`config.mk`:
```
export PLATFORM = sky130hd
export DESIGN_NAME = reaction_fsm
export DESIGN_NICKNAME = d
export VERILOG_FILES = /design/src/rtl/reaction_fsm_pkg.sv /design/src/rtl/sync_edge.sv /design/src/rtl/reaction_fsm.sv
export SDC_FILE = /design/constraint.sdc
export NUM_CORES = 1
export LEC_CHECK = 0
export CAP_MARGIN = 25
export CORE_MARGIN = 10
export CORE_UTILIZATION = 45
export DETAILED_ROUTE_END_ITERATION = 8
export DONT_BUFFER_PORTS = 1
export HOLD_SLACK_MARGIN = 0.06
export PLACE_DENSITY = 0.63
export SLEW_MARGIN = 25
export SYNTH_ARGS = -nofsm -noshare
export SYNTH_HDL_FRONTEND = slang
export SYNTH_SLANG_ARGS = --single-unit
```
`constraint.sdc`:
```
create_clock -name clk -period 4 [get_ports clk]
set_input_delay 1 -clock clk [delete_from_list [all_inputs] [get_ports clk]]
set_output_delay 1 -clock clk [all_outputs]
set_load 0.02 [all_outputs]
```
`src/rtl/reaction_fsm_pkg.sv`:
```
// Shared types and constants for the reaction timer round controller.
`timescale 1ns/1ps
package reaction_fsm_pkg;

    typedef enum logic [2:0] {
        IDLE,
        ARMED,
        GO,
        DONE,
        FOUL
    } state_t;

    localparam int          CNT_W     = 14;
    // Galois form of x^16+x^14+x^13+x^11+1, right-shifting register
    localparam logic [15:0] LFSR_TAPS = 16'hB400;

endpackage

```
`src/rtl/sync_edge.sv`:
```
// Two-flop synchroniser followed by a registered rising-edge pulse.
`timescale 1ns/1ps
module sync_edge (
    input  logic clk,
    input  logic reset,
    input  logic d,
    output logic rise
);

    logic       meta;
    logic       sync;
    logic       low_q;
    logic [1:0] ready_q;

    // ready_q marks when sync carries a genuinely sampled input rather than its
    // reset value, so an input already high at reset release never looks like an edge.
    always_ff @(posedge clk or posedge reset) begin
        if (reset) begin
            meta    <= 1'b0;
            sync    <= 1'b0;
            low_q   <= 1'b0;
            ready_q <= 2'b00;
            rise    <= 1'b0;
        end else begin
            meta    <= d;
            sync    <= meta;
            ready_q <= {ready_q[0], 1'b1};
            low_q   <= ~sync & ready_q[1];
            rise    <= sync & low_q;
        end
    end

endmodule

```
`src/rtl/reaction_fsm.sv`:
```
// Reaction timer round controller: random arm delay, GO light, millisecond count.
`timescale 1ns/1ps
module reaction_fsm
    import reaction_fsm_pkg::*;
#(
    parameter int          MAX_MS          = 9999,
    parameter int          DELAY_MIN_MS    = 1000,
    parameter int          DELAY_SPAN_BITS = 11,
    parameter logic [15:0] LFSR_SEED       = 16'hACE1
) (
    input  logic             clk,
    input  logic             reset,
    input  logic             clk_out,
    input  logic             start_btn,
    input  logic             react_btn,
    output logic             go_led,
    output logic [CNT_W-1:0] result_ms,
    output logic             result_valid,
    output logic             false_start,
    output logic             timeout,
    output logic             busy
);

    localparam logic [CNT_W-1:0] MAX_VAL = CNT_W'(MAX_MS);
    localparam logic [CNT_W-1:0] ONE     = CNT_W'(1);

    logic             tick;
    logic             start_ev;
    logic             react_ev;
    logic [15:0]      lfsr;
    state_t           state_q;
    state_t           state_n;
    logic [CNT_W-1:0] delay_cnt;
    logic [CNT_W-1:0] delay_n;
    logic [CNT_W-1:0] delay_load;
    logic [CNT_W-1:0] ms_cnt;
    logic [CNT_W-1:0] ms_n;
    logic [CNT_W-1:0] ms_inc;
    logic [CNT_W-1:0] result_n;
    logic             valid_n;
    logic             timeout_n;
    logic             saturate;

    sync_edge u_tick  (.clk(clk), .reset(reset), .d(clk_out),   .rise(tick));
    sync_edge u_start (.clk(clk), .reset(reset), .d(start_btn), .rise(start_ev));
    sync_edge u_react (.clk(clk), .reset(reset), .d(react_btn), .rise(react_ev));

    assign delay_load = CNT_W'(DELAY_MIN_MS) + CNT_W'(lfsr[DELAY_SPAN_BITS-1:0]);
    assign ms_inc     = ms_cnt + ONE;

    always_comb begin
        state_n  = state_q;
        delay_n  = delay_cnt;
        ms_n     = ms_cnt;
        result_n = result_ms;
        valid_n  = 1'b0;
        saturate = 1'b0;
        case (state_q)
            IDLE, DONE, FOUL: begin
                if (start_ev) begin
                    delay_n = delay_load;
                    state_n = ARMED;
                end
            end
            ARMED: begin
                // react wins over the final delay tick: pressing early is always a foul
                if (react_ev) begin
                    state_n = FOUL;
                end else if (tick) begin
                    delay_n = delay_cnt - ONE;
                    if (delay_cnt == ONE) begin
                        state_n = GO;
                        ms_n    = '0;
                    end
                end
            end
            GO: begin
                if (react_ev) begin
                    state_n  = DONE;
                    result_n = ms_cnt;
                    valid_n  = 1'b1;
                end else if (tick) begin
                    ms_n = ms_inc;
                    if (ms_inc == MAX_VAL) begin
                        state_n  = DONE;
                        result_n = MAX_VAL;
                        valid_n  = 1'b1;
                        saturate = 1'b1;
                    end
                end
            end
            default: state_n = IDLE;
        endcase
        timeout_n = (state_n == DONE) && (saturate || timeout);
    end

    always_ff @(posedge clk or posedge reset) begin
        if (reset) begin
            state_q      <= IDLE;
            lfsr         <= LFSR_SEED;
            delay_cnt    <= '0;
            ms_cnt       <= '0;
            result_ms    <= '0;
            result_valid <= 1'b0;
            go_led       <= 1'b0;
            false_start  <= 1'b0;
            timeout      <= 1'b0;
            busy         <= 1'b0;
        end else begin
            state_q      <= state_n;
            lfsr         <= {1'b0, lfsr[15:1]} ^ ({16{lfsr[0]}} & LFSR_TAPS);
            delay_cnt    <= delay_n;
            ms_cnt       <= ms_n;
            result_ms    <= result_n;
            result_valid <= valid_n;
            go_led       <= (state_n == GO);
            false_start  <= (state_n == FOUL);
            timeout      <= timeout_n;
            busy         <= (state_n == ARMED) || (state_n == GO);
        end
    end

endmodule

```
==> results of run 1 <==
-- cell usage after synthesis (all sizes together) (4+ instances only) --
cell    instances
xor2            7
and2            5
nor4            6
nand4           6
buf             4
and4            4
nor2b           4
dfrtp          72
xnor2           8
o21ai          46
nand3          10
a21oi          19
dfstp           8
o31ai           4
clkbuf         16
ha              5
nor3b           4
nand2          47
nor2           30
inv             9
nand2b          4
nor3           11
and3            5
-- kinds of logic after synthesis --
logic type,after synthesis,share of synthesized area (%)
AND/OR/NAND/NOR,150,20.9
AO/OA/AOI/OAI,94,15.2
flip-flops,80,54.6
buffers and inverters,29,3.36
XOR/XNOR,15,3.57
adder cells (fa/ha/maj),5,1.70
multiplexers,2,0.543
other,1,0.102
-- power by group --
group | total [mW] | switching, mW | leakage (nW) | internal (mW)
registers | 0.966 | 0.0834 | 1.04 | 0.883
logic | 0.315 | 0.200 | 0.659 | 0.115
clock network | 0.689 | 0.324 | 0.117 | 0.365
total | 1.97 | 0.607 | 1.81 | 1.36
-- layer usage --
layer  GRT usage, %  wire length, um  up-vias
met5              0                0        -
met4           4.40              107        0
met3           3.62              361        8
met2           19.4             3590       55
met1           15.9             3450     1282
li1               -                -     1317
-- worst max path at each step --
stage / startpoint / to
after floorplan: reset / busy$_DFF_PP0_
after global placement: state_q[1]$_DFF_PP0_ / result_ms[10]$_DFFE_PP0P_
after detailed placement: state_q[1]$_DFF_PP0_ / result_ms[10]$_DFFE_PP0P_
after CTS: state_q[1]$_DFF_PP0_ / result_ms[10]$_DFFE_PP0P_
after global routing: state_q[1]$_DFF_PP0_ / result_ms[9]$_DFFE_PP0P_
final: state_q[1]$_DFF_PP0_ / result_ms[10]$_DFFE_PP0P_
-- state kept, by name, summed over array words and instances (netlist names), 2 cells and up --
| register | cells |
|---|---|
| lfsr | 16 |
| delay_cnt | 14 |
| ms_cnt | 14 |
| result_ms | 14 |
| state_q | 3 |
| u_react.ready_q | 2 |
-- worst max-delay path: cells and delay by family (launching register included) --
kind	cells	cell delay, ps
flip-flops	1	490
AO/OA/AOI/OAI	1	310
AND/OR/NAND/NOR	5	1460
-- cell usage in the layout, fill, tap and decap left out, types with 8 or more instances in the layout --
master and count:
clkbuf_8 9, nor2_1 29, o21ai_0 46, dfstp_2 8, a21oi_1 19, xnor2_1 8, dfrtp_1 72, nand3_1 10
nor3_1 10, nand2_1 47, inv_1 8
-- area by class of cell --
class / count / area (um2)
clock inverter: 7 / 106
timing repair buffer: 4 / 30.0
fill: 727 / 3860
clock buffer: 9 / 124
multi-input combinational: 267 / 1550
sequential: 80 / 2010
inverter: 9 / 35.0
tap: 102 / 128
-- stage by stage --
stage	util (%)	worst slack (ps)	total power [mW]	area (um2)	hold WS [ps]
finish	50.8	1630	1.97	3980	356
global route	50.8	1530	2.10	3980	368
CTS	50.8	1660	1.99	3980	361
detailed placement	47.8	1690	1.30	3750	339
global placement	47.8	1690	1.29	3750	335
floorplan	-	962	1.23	3680	331
==> flow_metrics.env, run 1 <==
export IMPL_status="complete, no violations"
export IMPL_synth_nets=386
export IMPL_vdd_drop_max_mv=0.334
export IMPL_max_cap_violations=0
export IMPL_htreeDepth=3
export IMPL_max_stage_delay_ps=500
export IMPL_max_freq_mhz=422
export IMPL_fin_skew_ps=16.6
export IMPL_worstMarginPinSlew_ps=830
export IMPL_hold_viol=0
export IMPL_routed_via_density=5.57
export IMPL_die_width_um=110
export IMPL_die_area_um2=12200
export IMPL_cts_made_buffers=9
export IMPL_holdPathEnd="u_react.sync$_DFF_PP0_"
export IMPL_synth_top_area_cell="dfrtp_1"
export IMPL_critical_path_arrival_ps=2610
export IMPL_cts_root_buf="clkbuf_8"
export IMPL_holdCritPathClass="reg -> reg"
export IMPL_p_leak_nw=1.81
export IMPL_wirelength_um=7510
export IMPL_synth_edf_count=0
export IMPL_die_h_um=110
export IMPL_num_nets_final=381
export IMPL_stdcell_count=478
export IMPL_cts_tree="yes"
export IMPL_netlist_area_um2=3680
export IMPL_cts_resized=0
export IMPL_drc=0
export IMPL_startpoint_type="flip-flop"
export IMPL_num_vias=2662
export IMPL_r2r_cells=6
export IMPL_post_place_cells=462
export IMPL_cp_required_ps=4240
export IMPL_first_iter_violations=99
export IMPL_yosys_warnings=0
export IMPL_r2r_start="state_q[1]$_DFF_PP0_"
export IMPL_grt_usage_pct=12.4
export IMPL_wl_per_cell_um=15.7
export IMPL_period_share_pct=59.3
export IMPL_synthFlopType="dfrtp_1"
export IMPL_yosysSeqAreaShare_pct=54.6
export IMPL_grt_max_degree=52
export IMPL_io_pins=24
export IMPL_synth_area_per_cell_um2=9.80
export IMPL_std_cell_rows=32
export IMPL_syn_to_final_growth_pct=8.12
export IMPL_cts_path_max_buffers=2
export IMPL_ff2ff_setup_slack_ps=1630
export IMPL_dpl_hpwl_um=5210
export IMPL_setup_tns_ps=0
export IMPL_setup_viol=0
export IMPL_drv_slew=0
export IMPL_max_slew_margin_pct=44.6
export IMPL_synth_cells=376
export IMPL_hold_depth=0
export IMPL_antenna_found_initial=0
export IMPL_start_util_pct=47.0
export IMPL_cp_max_fo=10
export IMPL_p_per_area_nw_per_um2=494
export IMPL_clkSinkCount=80
export IMPL_r2r_end="result_ms[10]$_DFFE_PP0P_"
export IMPL_worstSetupPathType="reg -> reg"
export IMPL_drive_gt1_share_pct=9.57
export IMPL_core_um2=7850
export IMPL_crit_slowest_cell="or4_1"
export IMPL_layout_min_cycle_time_ps=2370
export IMPL_io_buffers=0
export IMPL_antenna_cells=0
export IMPL_grt_pass1_vias=2579
export IMPL_hold_start="u_react.meta$_DFF_PP0_"
export IMPL_async_reset_ff_share_pct=100
export IMPL_drt_first_pass_iters=4
export IMPL_cts_reportedPaths_clkPinSlew_ps=90
export IMPL_clk_latency_ps=350
export IMPL_ys_seq_elements=80
export IMPL_grt_ovfl_total=0
export IMPL_crit_path_end_kind="flip-flop"
export IMPL_cts_setup_buffers=0
export IMPL_rsz0062_at_grt="no"
export IMPL_detail_route_antenna_nets=0
export IMPL_ctsHoldBuffers=0
export IMPL_synthTopCellsByArea="dfrtp_1 49%, o21ai_0 6.2%, dfstp_2 5.7%"
export IMPL_gp_congestion=0.809
export IMPL_synth_top_cell_area_share_pct=48.9
export IMPL_path_cells="or3b_1 > or4_1 > nor3_2 > and4_4 > nor2_2 > a221o_1"
export IMPL_synth_cell_types=58
export IMPL_grt_first_pass_wirelength_um=12900
(Power assumes the default switching activity.)
==> run 2: changes to the inputs <==
PLACE_DENSITY = 0.65   (was 0.63)
clock period = 2.1 ns   (was 4 ns; I/O delays follow)
==> run 2 against run 1 <==
Effect of this change: maximum frequency rose by 13%; sequential power rose by 88%; critical endpoint unchanged; largest cell class unchanged; design area rose by 7.3%; sequential share of layout area fell by 3.4 points; critical path type unchanged; flip-flop and latch count unchanged; largest power group unchanged.
==> flow_metrics.env, run 2 (same netlist as run 1, synthesis figures left out) <==
export IMPL_status="complete, no violations"
export IMPL_num_nets_final=409
export IMPL_critical_path_arrival_ps=2340
export IMPL_gp_congestion=0.894
export IMPL_dpl_hpwl_um=5550
export IMPL_vdd_drop_max_mv=0.807
export IMPL_drc=0
export IMPL_seqPwrFrac_pct=47.6
export IMPL_worstSetupPathType="reg -> reg"
export IMPL_design_area_um2=4270
export IMPL_r2r_start="state_q[2]$_DFF_PP0_"
export IMPL_drive_gt1_share_pct=20.0
export IMPL_most_common_layout_cells="70 x dfrtp_1, 46 x nand2_1, 43 x o21ai_0, 30 x buf_4, 27 x nor2_1"
export IMPL_place_ws_ps=-29.3
export IMPL_fin_skew_ps=14.2
export IMPL_wl_per_cell_um=16.0
export IMPL_p_leak_nw=1.95
export IMPL_grt_usage_pct=13.1
export IMPL_num_vias=2839
export IMPL_start_util_pct=47.0
export IMPL_power_switching_mw=1.22
export IMPL_syn_to_final_growth_pct=16.0
export IMPL_crit_slowest_cell="or4_4"
export IMPL_grt_ovfl_total=0
export IMPL_setup_ws_ps=6.58
export IMPL_mostFrequentLayoutCell="dfrtp_1"
export IMPL_antenna_found_initial=0
export IMPL_cp_max_fo=4
export IMPL_die_width_um=110
export IMPL_first_iter_violations=185
export IMPL_detail_route_antenna_nets=0
export IMPL_stdcell_count=506
export IMPL_setup_viol=0
export IMPL_htreeDepth=3
export IMPL_core_um2=7850
export IMPL_cts_made_buffers=9
export IMPL_drt_first_pass_iters=5
export IMPL_max_cap_violations=0
export IMPL_antenna_cells=0
export IMPL_crit_path_end_kind="flip-flop"
export IMPL_cp_required_ps=2340
export IMPL_layout_min_cycle_time_ps=2090
export IMPL_hold_start="react_btn"
export IMPL_wirelength_um=8110
export IMPL_startpoint_type="flip-flop"
export IMPL_post_place_cells=488
export IMPL_clkSinkCount=80
export IMPL_total_power_mw=3.81
export IMPL_ff2ff_setup_slack_ps=7
export IMPL_p_per_area_nw_per_um2=892
export IMPL_hold_viol=0
export IMPL_holdPathEnd="u_react.meta$_DFF_PP0_"
export IMPL_path_cells="or3b_4 > or4_4 > nor3_4 > and4_4 > nor2_4 > a221o_1"
export IMPL_grt_first_pass_wirelength_um=13600
export IMPL_grt_max_degree=65
export IMPL_pwr_share_comb_pct=20.6
export IMPL_internal_power_mw=2.59
export IMPL_p_sw_share_pct=32.0
export IMPL_largest_register="lfsr"
export IMPL_cts_tree="yes"
export IMPL_clk_latency_ps=360
export IMPL_power_share_clock_pct=31.7
export IMPL_std_cell_rows=32
export IMPL_largest_register_ffs=16
export IMPL_routed_via_density=5.61
export IMPL_grt_pass1_vias=2751
export IMPL_io_pins=24
export IMPL_r2r_end="result_ms[10]$_DFFE_PP0P_"
export IMPL_holdCritPathClass="in -> reg"
export IMPL_holdWs_ps=188
export IMPL_r2r_cells=6
export IMPL_cts_path_max_buffers=2
export IMPL_max_stage_delay_ps=430
export IMPL_hold_depth=0
export IMPL_cts_root_buf="clkbuf_8"
export IMPL_die_h_um=110
export IMPL_die_area_um2=12200
export IMPL_cts_reportedPaths_clkPinSlew_ps=90
export IMPL_max_freq_mhz=478
export IMPL_drv_slew=0
export IMPL_io_buffers=0
export IMPL_rsz0062_at_grt="yes"
export IMPL_place_area_um2=3980
export IMPL_period_share_pct=99.7
run 2: cell types whose count changed in the layout (fill, tap and decap cells not counted), sizes merged:
cell         previous run  this run
inv                    13        12
buf                     4        31
clkinv                  1         0
bufinv                  2         1
clkinvlp                0         3
dlygate4sd3             0         1
run 2: how the worst max path moves through the flow:
stage / startpoint / cells past startpoint / slack, ps / to
floorplan: ms_cnt[0]$_DFFE_PP0P_ / 9 / -40 / result_ms[10]$_DFFE_PP0P_
CTS: state_q[2]$_DFF_PP0_ / 6 / 10 / result_ms[9]$_DFFE_PP0P_
global placement: ms_cnt[1]$_DFFE_PP0P_ / 8 / 6 / result_ms[8]$_DFFE_PP0P_
detailed placement: delay_cnt[2]$_DFFE_PP0P_ / 7 / -30 / timeout$_DFF_PP0_
finish: state_q[2]$_DFF_PP0_ / 6 / 7 / result_ms[10]$_DFFE_PP0P_
global route: delay_cnt[4]$_DFFE_PP0P_ / 7 / -70 / timeout$_DFF_PP0_
run 2: worst max-delay path: cells and delay by family (launching register included):
kind	cells	cell delay [ps]
AND/OR/NAND/NOR	5	1290
AO/OA/AOI/OAI	1	290
flip-flops	1	390
run 2: cell type report:
cell class	count	area (um2)
fill	727	3570
sequential	80	2010
multi-input combinational	267	1630
timing repair buffer	32	255
tap	102	128
clock buffer	9	124
clock inverter	7	85.1
inverter	9	40.0
run 2: metal layers:
| layer | GRT usage (%) | share of wire [%] | up-vias |
|---|---|---|---|
| met4 | 5.61 | 1.6 | 0 |
| met5 | 0 | 0 | - |
| met1 | 16.5 | 45 | 1380 |
| met2 | 20.4 | 47 | 74 |
| li1 | - | - | 1373 |
| met3 | 3.78 | 5.7 | 12 |
run 2: what timing repair did:
action	CTS	global route
pin swaps	2	6
endpoints found under the setup margin	5	20
hold endpoints to repair	16	0
setup buffers	1	0
resized for setup	4	19
hold buffers	1	0
run 2: power groups by stage:
stage               Combinational (mW)  Clock [mW]  Sequential (mW)
global placement                 0.732           0             1.83
detailed placement               0.748           0             1.84
CTS                              0.770        1.24             1.81
global route                     0.889        1.31             1.83
finish                           0.786        1.21             1.82
floorplan                        0.526           0             1.82
run 2: stage by stage:
stage / TNS (ps) / util (%)
2_1_floorplan: -107 / -
3_3_place_gp: 0 / 50.7
3_5_place_dp: -95.8 / 50.7
4_1_cts: 0 / 53.8
5_1_grt: -355 / 54.4
6_report: 0 / 54.4
